### src/rtl/cmp_pkg.sv
// Shared types for the compare arbiter: operand width and result flag bundle.
package cmp_pkg;
    localparam int CMP_W = 3;

    typedef struct packed {
        logic greater;
        logic equal;
        logic less;
    } cmp_res_t;
endpackage

### src/rtl/comparator_3bit.sv
// Unsigned 3-bit magnitude comparator producing one-hot greater/equal/less flags.
// Latency: purely combinational.
// Backpressure: none, no handshake.
module comparator_3bit
    import cmp_pkg::*;
(
    input  logic [CMP_W-1:0] a_i,
    input  logic [CMP_W-1:0] b_i,
    output cmp_res_t         res_o
);
    assign res_o.greater = (a_i > b_i);
    assign res_o.equal   = (a_i == b_i);
    assign res_o.less    = (a_i < b_i);
endmodule

### src/rtl/rr_pick.sv
// Round-robin picker: first asserted request at or after ptr_i, wrapping to 0.
// Latency: purely combinational.
// Backpressure: none; caller gates the grant with its own accept condition.
module rr_pick #(
    parameter int NUM_REQ = 4,
    parameter int ID_W    = 2
) (
    input  logic [NUM_REQ-1:0] req_i,
    input  logic [ID_W-1:0]    ptr_i,
    output logic [NUM_REQ-1:0] gnt_o,
    output logic [ID_W-1:0]    idx_o
);
    logic            found;
    int              j;
    logic [ID_W-1:0] jj;

    always_comb begin
        gnt_o = '0;
        idx_o = '0;
        found = 1'b0;
        j     = 0;
        jj    = '0;
        for (int k = 0; k < NUM_REQ; k++) begin
            j = int'(ptr_i) + k;
            if (j >= NUM_REQ) j = j - NUM_REQ;
            jj = j[ID_W-1:0];
            if (!found && req_i[jj]) begin
                found     = 1'b1;
                gnt_o[jj] = 1'b1;
                idx_o     = jj;
            end
        end
    end
endmodule

### src/rtl/cmp_arbiter.sv
// Round-robin arbiter feeding one shared 3-bit comparator into a single-entry result slot.
// Latency: one cycle from requester transfer to res_valid; back-to-back reload gives 1 result/cycle.
// Backpressure: req_ready only while slot is empty or draining; optional grant_cnt via CMP_ARBITER_STATS_EN.
module cmp_arbiter
    import cmp_pkg::*;
#(
    parameter int NUM_REQ = 4,
    parameter int ID_W    = 2
) (
    input  logic                     clk,
    input  logic                     rst_n,
    input  logic [NUM_REQ-1:0]       req_valid,
    input  logic [CMP_W*NUM_REQ-1:0] req_a,
    input  logic [CMP_W*NUM_REQ-1:0] req_b,
    output logic [NUM_REQ-1:0]       req_ready,
    output logic                     res_valid,
    input  logic                     res_ready,
    output logic [ID_W-1:0]          res_id,
    output logic                     res_greater,
    output logic                     res_equal,
    output logic                     res_less
`ifdef CMP_ARBITER_STATS_EN
    ,
    output logic [8*NUM_REQ-1:0]     grant_cnt
`endif
);
    logic              slot_vld_q, slot_vld_d;
    cmp_res_t          res_q, res_d;
    logic [ID_W-1:0]   id_q, id_d;
    logic [ID_W-1:0]   ptr_q, ptr_d;

    logic [NUM_REQ-1:0] gnt;
    logic [ID_W-1:0]    gnt_idx;
    logic               can_load;
    logic               req_xfer;
    logic [CMP_W-1:0]   a_sel, b_sel;
    cmp_res_t           cmp_now;

    rr_pick #(.NUM_REQ(NUM_REQ), .ID_W(ID_W)) u_pick (
        .req_i (req_valid),
        .ptr_i (ptr_q),
        .gnt_o (gnt),
        .idx_o (gnt_idx)
    );

    // Gated by rst_n so nothing is accepted while the block is held in reset.
    assign can_load  = rst_n & (~slot_vld_q | res_ready);
    assign req_ready = can_load ? gnt : '0;
    assign req_xfer  = |req_ready;

    always_comb begin
        a_sel = '0;
        b_sel = '0;
        for (int i = 0; i < NUM_REQ; i++) begin
            if (gnt[i]) begin
                a_sel = req_a[i*CMP_W +: CMP_W];
                b_sel = req_b[i*CMP_W +: CMP_W];
            end
        end
    end

    comparator_3bit u_cmp (
        .a_i   (a_sel),
        .b_i   (b_sel),
        .res_o (cmp_now)
    );

    always_comb begin
        slot_vld_d = slot_vld_q;
        res_d      = res_q;
        id_d       = id_q;
        ptr_d      = ptr_q;
        if (req_xfer) begin
            slot_vld_d = 1'b1;
            res_d      = cmp_now;
            id_d       = gnt_idx;
            ptr_d      = (gnt_idx == ID_W'(NUM_REQ-1)) ? '0 : gnt_idx + ID_W'(1);
        end else if (slot_vld_q && res_ready) begin
            slot_vld_d = 1'b0;
        end
    end

    always_ff @(posedge clk or negedge rst_n) begin
        if (!rst_n) begin
            slot_vld_q <= 1'b0;
            res_q      <= '0;
            id_q       <= '0;
            ptr_q      <= '0;
        end else begin
            slot_vld_q <= slot_vld_d;
            res_q      <= res_d;
            id_q       <= id_d;
            ptr_q      <= ptr_d;
        end
    end

    assign res_valid   = slot_vld_q;
    assign res_id      = id_q;
    assign res_greater = res_q.greater;
    assign res_equal   = res_q.equal;
    assign res_less    = res_q.less;

`ifdef CMP_ARBITER_STATS_EN
    logic [7:0] cnt_q [NUM_REQ];
    logic [7:0] cnt_d [NUM_REQ];

    // Counters saturate at 255 rather than wrapping.
    always_comb begin
        for (int i = 0; i < NUM_REQ; i++) begin
            cnt_d[i] = cnt_q[i];
            if (req_ready[i] && req_valid[i] && (cnt_q[i] != 8'hFF)) begin
                cnt_d[i] = cnt_q[i] + 8'd1;
            end
        end
    end

    always_ff @(posedge clk or negedge rst_n) begin
        if (!rst_n) begin
            for (int i = 0; i < NUM_REQ; i++) cnt_q[i] <= '0;
        end else begin
            for (int i = 0; i < NUM_REQ; i++) cnt_q[i] <= cnt_d[i];
        end
    end

    for (genvar g = 0; g < NUM_REQ; g++) begin : g_cnt
        assign grant_cnt[8*g +: 8] = cnt_q[g];
    end
`endif
endmodule
### config.mk
export PLATFORM = sky130hd
export DESIGN_NAME = cmp_arbiter
export DESIGN_NICKNAME = d
export VERILOG_FILES = /design/src/rtl/cmp_pkg.sv /design/src/rtl/comparator_3bit.sv /design/src/rtl/rr_pick.sv /design/src/rtl/cmp_arbiter.sv
export SDC_FILE = /design/constraint.sdc
export NUM_CORES = 1
export LEC_CHECK = 0
export ABC_AREA = 1
export ABC_CLOCK_PERIOD_IN_PS = 6700
export BUFFER_PORTS_ARGS = -buffer_cell sky130_fd_sc_hd__buf_4
export CAP_MARGIN = 20
export CORE_MARGIN = 1
export CORE_UTILIZATION = 30
export CTS_CLUSTER_DIAMETER = 120
export CTS_CLUSTER_SIZE = 24
export DETAILED_ROUTE_END_ITERATION = 8
export PLACE_DENSITY = 0.62
export REMOVE_ABC_BUFFERS = 1
export SKIP_CTS_REPAIR_TIMING = 1
export SYNTH_ARGS = -nofsm -noshare
export SYNTH_HDL_FRONTEND = slang
export SYNTH_SLANG_ARGS = --single-unit
### constraint.sdc
create_clock -name clk -period 6.7 [get_ports clk]
set_clock_uncertainty 0.2 [all_clocks]
set_input_delay 2.01 -clock clk [delete_from_list [all_inputs] [get_ports clk]]
set_output_delay 2.01 -clock clk [all_outputs]
set_load 0.005 [all_outputs]
Word level (Yosys, flattened, before mapping) --
Index checks and enable logic that the tools add are counted.
Word-level totals: register bits 8, input port bits 31, output and inout bits 10, logic and storage cells 92
Cells by class: add/subtract/negate cells 8, $lt $le $gt $ge 14, equality and inequality tests 2, mux-type cells 43, bitwise operators 6, reduce and logical (&&, ||, !) cells 13
Operator list (count):
- $mux W3 | 8
- $mux W4 | 5
- $mux W2 | 9
- $mux W1 | 13
- $lt A2 B3 Y1 const B | 4
- $or A4 B4 Y4 | 3
- $ge A3 B3 Y1 const B | 3
- $bmux W1 S2 | 4
- $demux W1 S2 | 4
- $ge A2 B1 Y1 const B | 4
- $logic_and A1 B1 Y1 | 8
- $sub A2 B1 Y2 const B | 4
- $add A2 B2 Y3 const B | 2
- $reduce_or A4 Y1 | 1
- $add A2 B1 Y3 const B | 1
- $eq A3 B3 Y1 | 1
- $ge A2 B3 Y1 const B | 1
- $gt A3 B3 Y1 | 1
- $logic_not A1 Y1 | 3
- $lt A3 B3 Y1 | 1
- $add A2 B1 Y2 const B | 1
- $eq A2 B2 Y1 const B | 1
- $reduce_bool A2 Y1 | 1
- $and A1 B1 Y1 | 1
- other kinds (2) | 2

Logic depth before layout (Yosys ltp) --
depth after elaboration 19, gate-level depth with buffers 20, mapped depth without buffers 20

Cells and area by module --
Synthesis repeated with hierarchy kept, for this count alone.
Unflattened totals: cell total of the unflattened synthesis 180, area total of the unflattened synthesis 1156.1 sq um
Modules (own cells, without submodules):
- cmp_arbiter | instances 1, cells an instance 92, area each 621.8 sq um, seq. area each 200.2 sq um
- rr_pick | instances 1, cells an instance 73, area each 439.2 sq um, seq. area each 0.0 sq um
- comparator_3bit | instances 1, cells an instance 15, area each 95.1 sq um, seq. area each 0.0 sq um

Worst setup path before layout --
Ideal clock, no wire load.
kind input to output, from input port req_valid[3], to output port req_ready[3], arrival time 3.058 ns, required time 4.490 ns, slack 1.432 ns, stages 11, path buffers 2, cell sequence inv_1 nand2_1 nand3_2 nand2_4 nor2_4 buf_6 nand3_1 nand3_2 buf_2 nand2_1 inv_1
On the way: word-level cells in the longest chain between the ends 13, elaborated cells on any way between the ends 25, those cells by class 16 x mux; 3 x bitwise; 6 x reduce/logical
Ends and longest elaborated chain:
- start, declared | RTL line cmp_arbiter.sv:12 | input logic [NUM_REQ-1:0] req_valid,
- $bmux W1 S2 | RTL line rr_pick.sv:27 | if (!found && req_i[jj]) begin
- $mux W1 (not written as such) | RTL line rr_pick.sv:27
- $mux W1 | RTL line rr_pick.sv:27
- $logic_not A1 Y1 | RTL line rr_pick.sv:27
- $logic_and A1 B1 Y1 | RTL line rr_pick.sv:27
- $mux W1 | RTL line rr_pick.sv:27
- $logic_not A1 Y1 | RTL line rr_pick.sv:27
- $logic_and A1 B1 Y1 | RTL line rr_pick.sv:27
- $mux W1 | RTL line rr_pick.sv:27
- $logic_not A1 Y1 | RTL line rr_pick.sv:27
- $logic_and A1 B1 Y1 | RTL line rr_pick.sv:27
- $mux W4 * | RTL line rr_pick.sv:27
- $mux W4 * | RTL line cmp_arbiter.sv:48 | assign req_ready = can_load ? gnt : '0;
- end, declared | RTL line cmp_arbiter.sv:15 | output logic [NUM_REQ-1:0] req_ready,
Every way passes the cells marked *; elsewhere a longest branch is shown, timed or not. The select of a mux whose other input is x is not followed.

Worst setup path after layout --
from input port req_valid[3], to output port req_ready[2]
Same word-level chain as after synthesis.

==> reports/metrics.yaml <==
power:
  p_comb_share_pct: 83.3
  clock_power_share_pct: 5.9
  p_sw_w: 0.000560
  seq_power_share_pct: 10.8
  worst_ir_drop_vdd_mv: 0.179
  switching_share_pct: 57.1
  p_leak_nw: 0.886
  p_per_area_nw_per_um2: 636
  p_int_w: 0.000421
min_path:
  worstHoldStart: "res_id[1]"
  hp-class: "register to register"
timing:
  min_period_ps: 5590
  final-hold-violation-count: 0
  setup_violations: 0
  grt_setup_unrepaired: "no"
  tns_ps: 0
  slew_headroom_pct: 65.2
  drv_slew: 0
  fmax_mhz: 179
  tightest_slew_ps: 522
  period_share_pct: 83.5
cells_and_area:
  diodes: 0
  drive_above_1_share_pct: 28.7
  syn2layout_area_growth_pct: 31.2
  layout_common_cells: "nand2_1, buf_4, nand3_1, inv_1, a21oi_1"
  finalNonFillerCells: 271
  final_common_cell: "nand2_1"
  nNetsFinal: 266
  fillers: 407
synthesis:
  synth.area.top_cells: "nand2_1, dfrtp_1, nand3_1, ha_1, inv_1"
  yosys.area.top_type: "nand2_1"
  syn_avg_cell_area_um2: 6.38
  ys_ff_latch: 8
  syn_inst: 184
  synth_warnings: 0
  synthesis.area_um2: 1170
  ys_types: 28
  yosys.area.top_type_share_pct: 20.8
  yosysSeqAreaShare_pct: 17.1
global_route:
  grt_pass1_vias: 1159
  antenna_found_initial: 0
  track_usage_pct: 13.9
  grt_max_degree: 16
  grt_pass1_wl_mm: 4.70
  overflow: 0
route:
  route.final.wire_length_mm: 2.87
  vias_per_cell: 4.70
  drtIter0Drc: 78
  routedWlPerCell_um: 10.6
  dr.pass1.iters: 4
  drcViolationCount: 0
  antenna_left: 0
  routed-via-count: 1274
clock_network:
  cts_num_sinks: 8
  cts.htree.levels: 1
  clk_pin_slew_ps: 40
  clkLatencyLatePin_ps: 230
  root_buffer: "clkbuf_8"
  clockBufferDepth: 2
  cts_buffers: 3
  cts_tree: "built"
critical_path:
  startpoint: "req_valid[3]"
  r2r_slack_ps: 3110
  crit_buf_inv: 4
  arrival_ps: 3380
  worst_setup_path_end_kind: "output port"
  path_cells: "buf_4 > inv_1 > nand2_1 > nand3_2 > nand2_4 > nor2_4 > nand3_1 > nand3_2 > nand2_1 > inv_1 > buf_4"
  required_ps: 4490
  critical-path-max-stage-delay_ps: 260
  criticalPathCategory: "input port to output port"
  startpoint_type: "input port"
  crit_slowest_cell: "nor2_4"
  critPathTopFamily: "simple AND/OR/NAND/NOR gates"
  path_max_fanout: 14
floorplan:
  die_w_um: 64.5
  start_util_pct: 31.6
  coreArea_um2: 3720
  die_area_um2: 4170
  pin_count: 41
  die_h_um: 64.5
  rows: 22
status:
  run_status: "finished clean"
place:
  io_buffers: 40
  placed_cells: 268
  place_hpwl_mm: 2.27
  gp_congestion: 0.795
run:
  maxCapViolCount: 0
[layout make-up]
class | instances | area [um^2] | share of cell area (%)
timing repair buffer | 40 | 300 | 19.5
sequential | 8 | 200 | 13.0
tap | 48 | 60.1 | 3.90
inverter | 25 | 96.3 | 6.26
clock buffer | 3 | 41.3 | 2.68
multi-input combinational | 147 | 842 | 54.7
[cell usage after synthesis]
master,n
inv_1,22
ha_1,10
a21oi_2,1
buf_4,1
nand4_1,1
nand2_1,65
o21ai_1,1
inv_4,1
nand2_2,2
a22oi_1,3
a31oi_1,2
buf_2,1
a21boi_0,3
buf_6,2
o21ai_0,1
dfrtp_1,8
nand3_4,1
o21ai_2,2
a21boi_1,2
nor2_4,1
nand3_1,26
nand3_2,7
nor2_2,1
nor2_1,1
nand2_4,3
o21a_1,1
inv_2,2
a21oi_1,13
[cell families after synthesis]
kind of cell / Yosys count / share of synthesized area [%]
simple gates: 108 / 45.6
fa+ha+maj: 10 / 10.7
compound gates: 29 / 15.5
flops: 8 / 17.1
buf+inv: 29 / 11.2
[final timing paths]
path                                end  cells past startpoint
max                        req_ready[2]                     11
min                           res_id[1]                      2
max reg2reg                 res_greater                     17
min reg2reg                   res_id[1]                      2
max in group asynchronous     res_id[1]                      1
min in group asynchronous     res_valid                      1
[per-layer routing]
metal	vias to the layer above	share of wire, %	GRT usage [%]
li1	682	-	-
met1	561	48	18.2
met2	29	48	23.7
met3	2	2.9	1.58
met4	0	0.73	4.17
met5	-	0	0
[worst min-delay path, stage by stage, from the launching register on]
cell and delay [ps]:
dfrtp_1 330, nand2_1 50, nand2_1 40
[power groups by stage]
| stage | registers (W) | clock network (W) | logic (W) |
|---|---|---|---|
| floorplan | 0.000100 | 0 | 0.000633 |
| global placement | 0.000107 | 0 | 0.000812 |
| detailed placement | 0.000106 | 0 | 0.000814 |
| CTS | 0.000106 | 0.0000605 | 0.000819 |
| global route | 0.000111 | 0.0000631 | 0.000932 |
| finish | 0.000106 | 0.0000580 | 0.000817 |
[through the flow]
step,setup slack (ps),cell area [um^2],utilization [%],hold WS [ps],total power (W)
2_1_floorplan,1490,1140,-,265,0.000733
3_3_place_gp,1140,1500,40.3,258,0.000919
3_5_place_dp,1110,1500,40.3,261,0.000920
4_1_cts,1110,1540,41.4,271,0.000986
5_1_grt,937,1540,41.4,311,0.00111
6_report,1110,1540,41.4,264,0.000980
Power figures use the tool's default switching activity.
